`src/rtl/speicher_pkg.sv`:
```
// speicher_pkg: shared FSM state type and address constants for speicher_zugriff.
package speicher_pkg;
    localparam int ADR_W  = 32;
    localparam int IO_BIT = 31;
    typedef enum logic [1:0] {LEERLAUF, ZUGRIFF, WARTEN, FERTIG} zustand_t;
endpackage

```
`src/rtl/adress_dekoder.sv`:
```
// adress_dekoder: splits a core address into IO region and out-of-range RAM flags.
// The range check is built only with ADRESS_PRUEFUNG_EN defined; otherwise high bits wrap onto RAM.
module adress_dekoder
    import speicher_pkg::*;
#(
    parameter int A = 8
) (
    input  logic [ADR_W-1:0] adresse,
    output logic             io,
    output logic             ausser_bereich
);
    logic [IO_BIT-1:0] oben;
    assign io   = adresse[IO_BIT];
    assign oben = adresse[IO_BIT-1:0] >> A;
`ifdef ADRESS_PRUEFUNG_EN
    assign ausser_bereich = !io && |oben;
`else
    assign ausser_bereich = 1'b0 & |oben;
`endif
endmodule

```
`src/rtl/speicher_zugriff.sv`:
```
// speicher_zugriff: core-to-RAM access FSM with one memory-mapped output register.
// Optional address range checking is enabled by defining ADRESS_PRUEFUNG_EN.
module speicher_zugriff
    import speicher_pkg::*;
#(
    parameter int WORDSIZE = 32,
    parameter int WORDS    = 256
) (
    input  logic                      Clock,
    input  logic                      Reset,
    input  logic                      Start,
    input  logic                      Schreiben,
    input  logic [ADR_W-1:0]          AdresseRein,
    input  logic [WORDSIZE-1:0]       DatenRein,
    output logic                      Bereit,
    output logic                      Fertig,
    output logic [WORDSIZE-1:0]       DatenRaus,
    output logic                      Fehler,
    output logic                      RamSchreibenAn,
    output logic [$clog2(WORDS)-1:0]  RamAdresse,
    output logic [WORDSIZE-1:0]       RamDatenRein,
    input  logic [WORDSIZE-1:0]       RamDatenRaus,
    output logic [WORDSIZE-1:0]       Ausgabe
);
    localparam int A = $clog2(WORDS);
    zustand_t          zustand;
    logic              schreiben_q;
    logic [A-1:0]      adresse_q;
    logic [WORDSIZE-1:0] daten_q;
    logic              io, ausser_bereich;

    adress_dekoder #(.A(A)) u_dekoder (
        .adresse        (AdresseRein),
        .io             (io),
        .ausser_bereich (ausser_bereich)
    );

    assign Bereit       = (zustand == LEERLAUF);
    assign RamAdresse   = adresse_q;
    assign RamDatenRein = daten_q;

    always_ff @(posedge Clock or posedge Reset) begin
        if (Reset) begin
            zustand        <= LEERLAUF;
            schreiben_q    <= 1'b0;
            adresse_q      <= '0;
            daten_q        <= '0;
            Fertig         <= 1'b0;
            Fehler         <= 1'b0;
            RamSchreibenAn <= 1'b0;
            DatenRaus      <= '0;
            Ausgabe        <= '0;
        end else begin
            Fertig         <= 1'b0;
            Fehler         <= 1'b0;
            RamSchreibenAn <= 1'b0;
            case (zustand)
                LEERLAUF: if (Start) begin
                    schreiben_q <= Schreiben;
                    adresse_q   <= AdresseRein[A-1:0];
                    daten_q     <= DatenRein;
                    if (io) begin
                        zustand <= FERTIG;
                        Fertig  <= 1'b1;
                        if (Schreiben) Ausgabe <= DatenRein;
                        else DatenRaus <= Ausgabe;
                    end else if (ausser_bereich) begin
                        // rejected RAM request: no RAM cycle, a load returns zero
                        zustand <= FERTIG;
                        Fertig  <= 1'b1;
                        Fehler  <= 1'b1;
                        if (!Schreiben) DatenRaus <= '0;
                    end else begin
                        zustand        <= ZUGRIFF;
                        RamSchreibenAn <= Schreiben;
                    end
                end
                ZUGRIFF: begin
                    zustand <= schreiben_q ? FERTIG : WARTEN;
                    Fertig  <= schreiben_q;
                end
                WARTEN: begin
                    zustand   <= FERTIG;
                    Fertig    <= 1'b1;
                    DatenRaus <= RamDatenRaus;
                end
                default: zustand <= LEERLAUF;
            endcase
        end
    end
endmodule

```
`config.mk`:
```
export PLATFORM = sky130hd
export DESIGN_NAME = speicher_zugriff
export DESIGN_NICKNAME = d
export VERILOG_FILES = /design/src/rtl/speicher_pkg.sv /design/src/rtl/adress_dekoder.sv /design/src/rtl/speicher_zugriff.sv
export SDC_FILE = /design/constraint.sdc
export NUM_CORES = 1
export LEC_CHECK = 0
export BUFFER_PORTS_ARGS = -buffer_cell sky130_fd_sc_hd__clkbuf_2
export CAP_MARGIN = 0
export CORE_MARGIN = 1.5
export CORE_UTILIZATION = 25
export CTS_CLUSTER_DIAMETER = 200
export DETAILED_ROUTE_END_ITERATION = 16
export RECOVER_POWER = 100
export REMOVE_ABC_BUFFERS = 1
export SYNTH_ARGS = -nofsm -noshare
export SYNTH_HDL_FRONTEND = slang
export SYNTH_SLANG_ARGS = --single-unit
```
`constraint.sdc`:
```
create_clock -name Clock -period 3.4 [get_ports Clock]
set_input_delay 0.34 -clock Clock [delete_from_list [all_inputs] [get_ports Clock]]
set_output_delay 0.34 -clock Clock [all_outputs]
set_load 0.01 [all_outputs]
```
==> run metrics <==
Die X-Extent=138 um; Root Driver=clkbuf_16; Critical Path RT=3.63 ns; share of layout cells above drive strength 1=0.481; CP endpoint kind=flip-flop; worst path cell trace=inv_1, ha_1, nand2_1, clkbuf_2, mux2_2; LEAKAGE=0.00260 uW; Least-Margin Pin Slew=2.36 ns; Rel. slew slack=-0.583; Min-Delay Path Class=in -> reg; Max IR drop VDD=0.331 mV; Setup TNS=0 ns; I/O pins=208; core area=17900 um2; CTS tree=done; clk buf depth=2; GRT Total Usage=0.115; I/O Buffers=183; global route hottest layer=met2; Power per Cell Area=1020 nW/um2; Pint=3930 uW; Synth Area in XOR/XNOR=0; f_max=0.369 GHz; n_diodes=0; Yosys warnings=0; Combinational Power Share=0.433; Seq/Total Area, Yosys=0.598; Post-CTS Setup Bufs=0; Synth cell types=23; simple-gate area share of the yosys netlist=0.0143; max-slew violations=53; Die H=138 um; drt drc=0; GPL Wtd Cong=0.750; number of fill cells in the layout=1835; synthesized flop and latch total=109; Net Sw Power=2070 uW; crit-path max cell delay=0.70 ns; Area growth syn-to-layout=28.8%; clock share of power=0.177; Max-cap violations=1; met1 Resource Use GR=0.127; largest family of logic cells by synthesized area=multiplexers; clk_lat worst skew=0.34 ns; # setup viols final=0; DR pass1 iterations=4; Hold Crit Endpoint=RamAdresse[2]; die footprint=19100 um2; adder and majority gate portion of the synthesized area=0.0137; final period utilization=0.796; Reg power frac=0.390; clock skew=0.00651 ns; Hold Fails Final Rpt=0; total power=5990 uW; clock slew seen by the registers of the worst setup and hold paths=0.07 ns; utilization after layout=0.328; WHS Path Cells=2; Critical Path Source Type=flip-flop; status=complete, but fails checks; synthesized netlist cell count=287; cts bufs inserted=9; failing checks=max-capacitance violations, max-slew violations; Crit-path slowest cell=clkbuf_2; arrival time at the worst endpoint=2.94 ns; initial antenna violation count=0; Crit Path Max Fanout=24; Starting Density=0.255; mapped cell area=4560 um2; routing usage on met3=0.0346; vias in the first global route=3337; routed len/inst=15.2 um; Reg-to-Reg Start=zustand[0]; post-DP HPWL=7.91 mm; class of the most critical setup path=reg -> reg; buffers plus inverters on the worst setup path=2; FP Rows=49; largest net degree at the start of global routing=58; setup slack, reg-to-reg=0.69 ns; mean area per synthesized cell=15.9 um2; post-synthesis mux area share=0.338; fin nets=578; unrepaired setup endpoints after global routing=false; critical path's top delay family=buffers and inverters; Reg2Reg Depth=5; DP Worst Slack=1.09 ns; cts hold-fix bufs=0; Via density=4.28; H-tree levels=3; hold path startpoint=AdresseRein[2]; grt ovf=0; antenna-violating nets left=0; reg-to-reg endpoint=RamDatenRein[24]; CTS resizes=0; Sw Ratio=0.345; hold slack=0.228 ns; DRT Wirelength=10.7 mm; met2 Use GR=0.202; vias=3012; post-synthesis compound-gate area fraction=0.0112; initial DRC count=73; clock sink count=109; global-route wire length before repair=17.4 mm; post-layout min period=2.71 ns; worst setup margin=0.693 ns
## Yosys cell counts
master    count  area share
a211oi_4      1      0.0044
a21o_1        1      0.0016
a21oi_1       2      0.0022
and4b_1       1      0.0022
buf_2        11       0.012
buf_4         1      0.0016
buf_6         3      0.0074
conb_1        1     0.00082
dfrtp_1     109        0.60
ha_1          5       0.014
inv_1         3      0.0025
mux2_1        3      0.0074
mux2_2      134        0.33
nand2_1       3      0.0025
nand2b_1      1      0.0014
nand3_1       1      0.0011
nand4_1       1      0.0014
nor2_1        1     0.00082
nor2b_1       1      0.0014
nor2b_2       1      0.0019
nor3b_1       1      0.0016
o22ai_1       1      0.0014
o31ai_1       1      0.0016
## worst reg2reg max path, cell delays in order (launching register included)
cell and delay [ns]:
dfrtp_1 0.40, inv_1 0.10, ha_1 0.25, nand2_1 0.69, clkbuf_2 0.72, mux2_2 0.43
## worst max-delay path by stage
stage / start / end / slack [ns] / depth (start not counted)
2_1_floorplan: Reset / Ausgabe[0] / 0.19 / 1
3_3_place_gp: zustand[0] / DatenRaus[21] / 1.19 / 6
3_5_place_dp: zustand[0] / DatenRaus[20] / 1.09 / 6
4_1_cts: zustand[0] / DatenRaus[20] / 1.10 / 6
5_1_grt: zustand[0] / RamAdresse[6] / 0.52 / 5
6_report: zustand[0] / RamDatenRein[24] / 0.69 / 5
## per-stage QoR
stage / cells / cell area, um2
finish: 703 / 5870
global route: 703 / 5870
CTS: 703 / 6030
detailed placement: 691 / 5740
global placement: 691 / 5740
floorplan: 272 / 4460
## per-layer routing
| metal | vias up | wire length [um] | part of all wire |
|---|---|---|---|
| li1 | 1382 | - | - |
| met1 | 1506 | 4350 | 0.41 |
| met2 | 108 | 5390 | 0.50 |
| met3 | 16 | 696 | 0.065 |
| met4 | 0 | 233 | 0.022 |
| met5 | - | 0 | 0 |
## placed cells by master, fill, tap and decap left out
cell type / netlist / layout
dfrtp_1: 109 / 109
mux2_1: 3 / 4
buf_4: 1 / 2
nand2_1: 3 / 3
nand4_1: 1 / 1
nor2_1: 1 / 1
clkinv_2: 0 / 1
a21oi_1: 2 / 2
a211oi_4: 1 / 1
clkbuf_1: 0 / 109
buf_12: 0 / 1
mux2_2: 134 / 133
nand2b_1: 1 / 1
o31ai_1: 1 / 1
nand3_1: 1 / 1
conb_1: 1 / 1
bufinv_16: 0 / 2
clkinvlp_2: 0 / 1
ha_1: 5 / 5
clkbuf_16: 0 / 9
clkbuf_2: 0 / 78
a21o_1: 1 / 1
inv_1: 3 / 2
o22ai_1: 1 / 1
nor3b_1: 1 / 1
and4b_1: 1 / 1
nor2b_1: 1 / 2
## sequential cells by signal (all words and copies together), names as in the netlist
register and count:
RamAdresse 8, Ausgabe 32, RamSchreibenAn 1, RamDatenRein 32
DatenRaus 32, zustand 2, Fertig 1, schreiben_q 1
## kinds of logic (layout without fill, tap and decap cells)
family / count (synthesis) / after routing
flops: 109 / 109
buf+inv: 18 / 205
fa+ha+maj: 5 / 5
compound gates: 6 / 6
mux: 137 / 137
simple gates: 11 / 11
other cells: 1 / 1
## layout make-up
class	instances	area [um2]	share of cell area
Sequential cell	109	2730	0.464
Multi-Input combinational cell	160	1720	0.293
Timing Repair Buffer	190	835	0.142
Tap cell	229	287	0.0488
Clock buffer	9	225	0.0383
Clock inverter	3	65.1	0.0111
Inverter	3	12.5	0.00213
## power by group through the flow
stage               registers, uW  logic [uW]  clock network, uW
global route                 2420        2820               1170
global placement             2330        2760                  0
floorplan                    2610        1450                  0
detailed placement           2360        2830                  0
CTS                          2350        2830               1120
finish                       2340        2600               1060
Note: power is estimated with default switching activity, not from simulation.
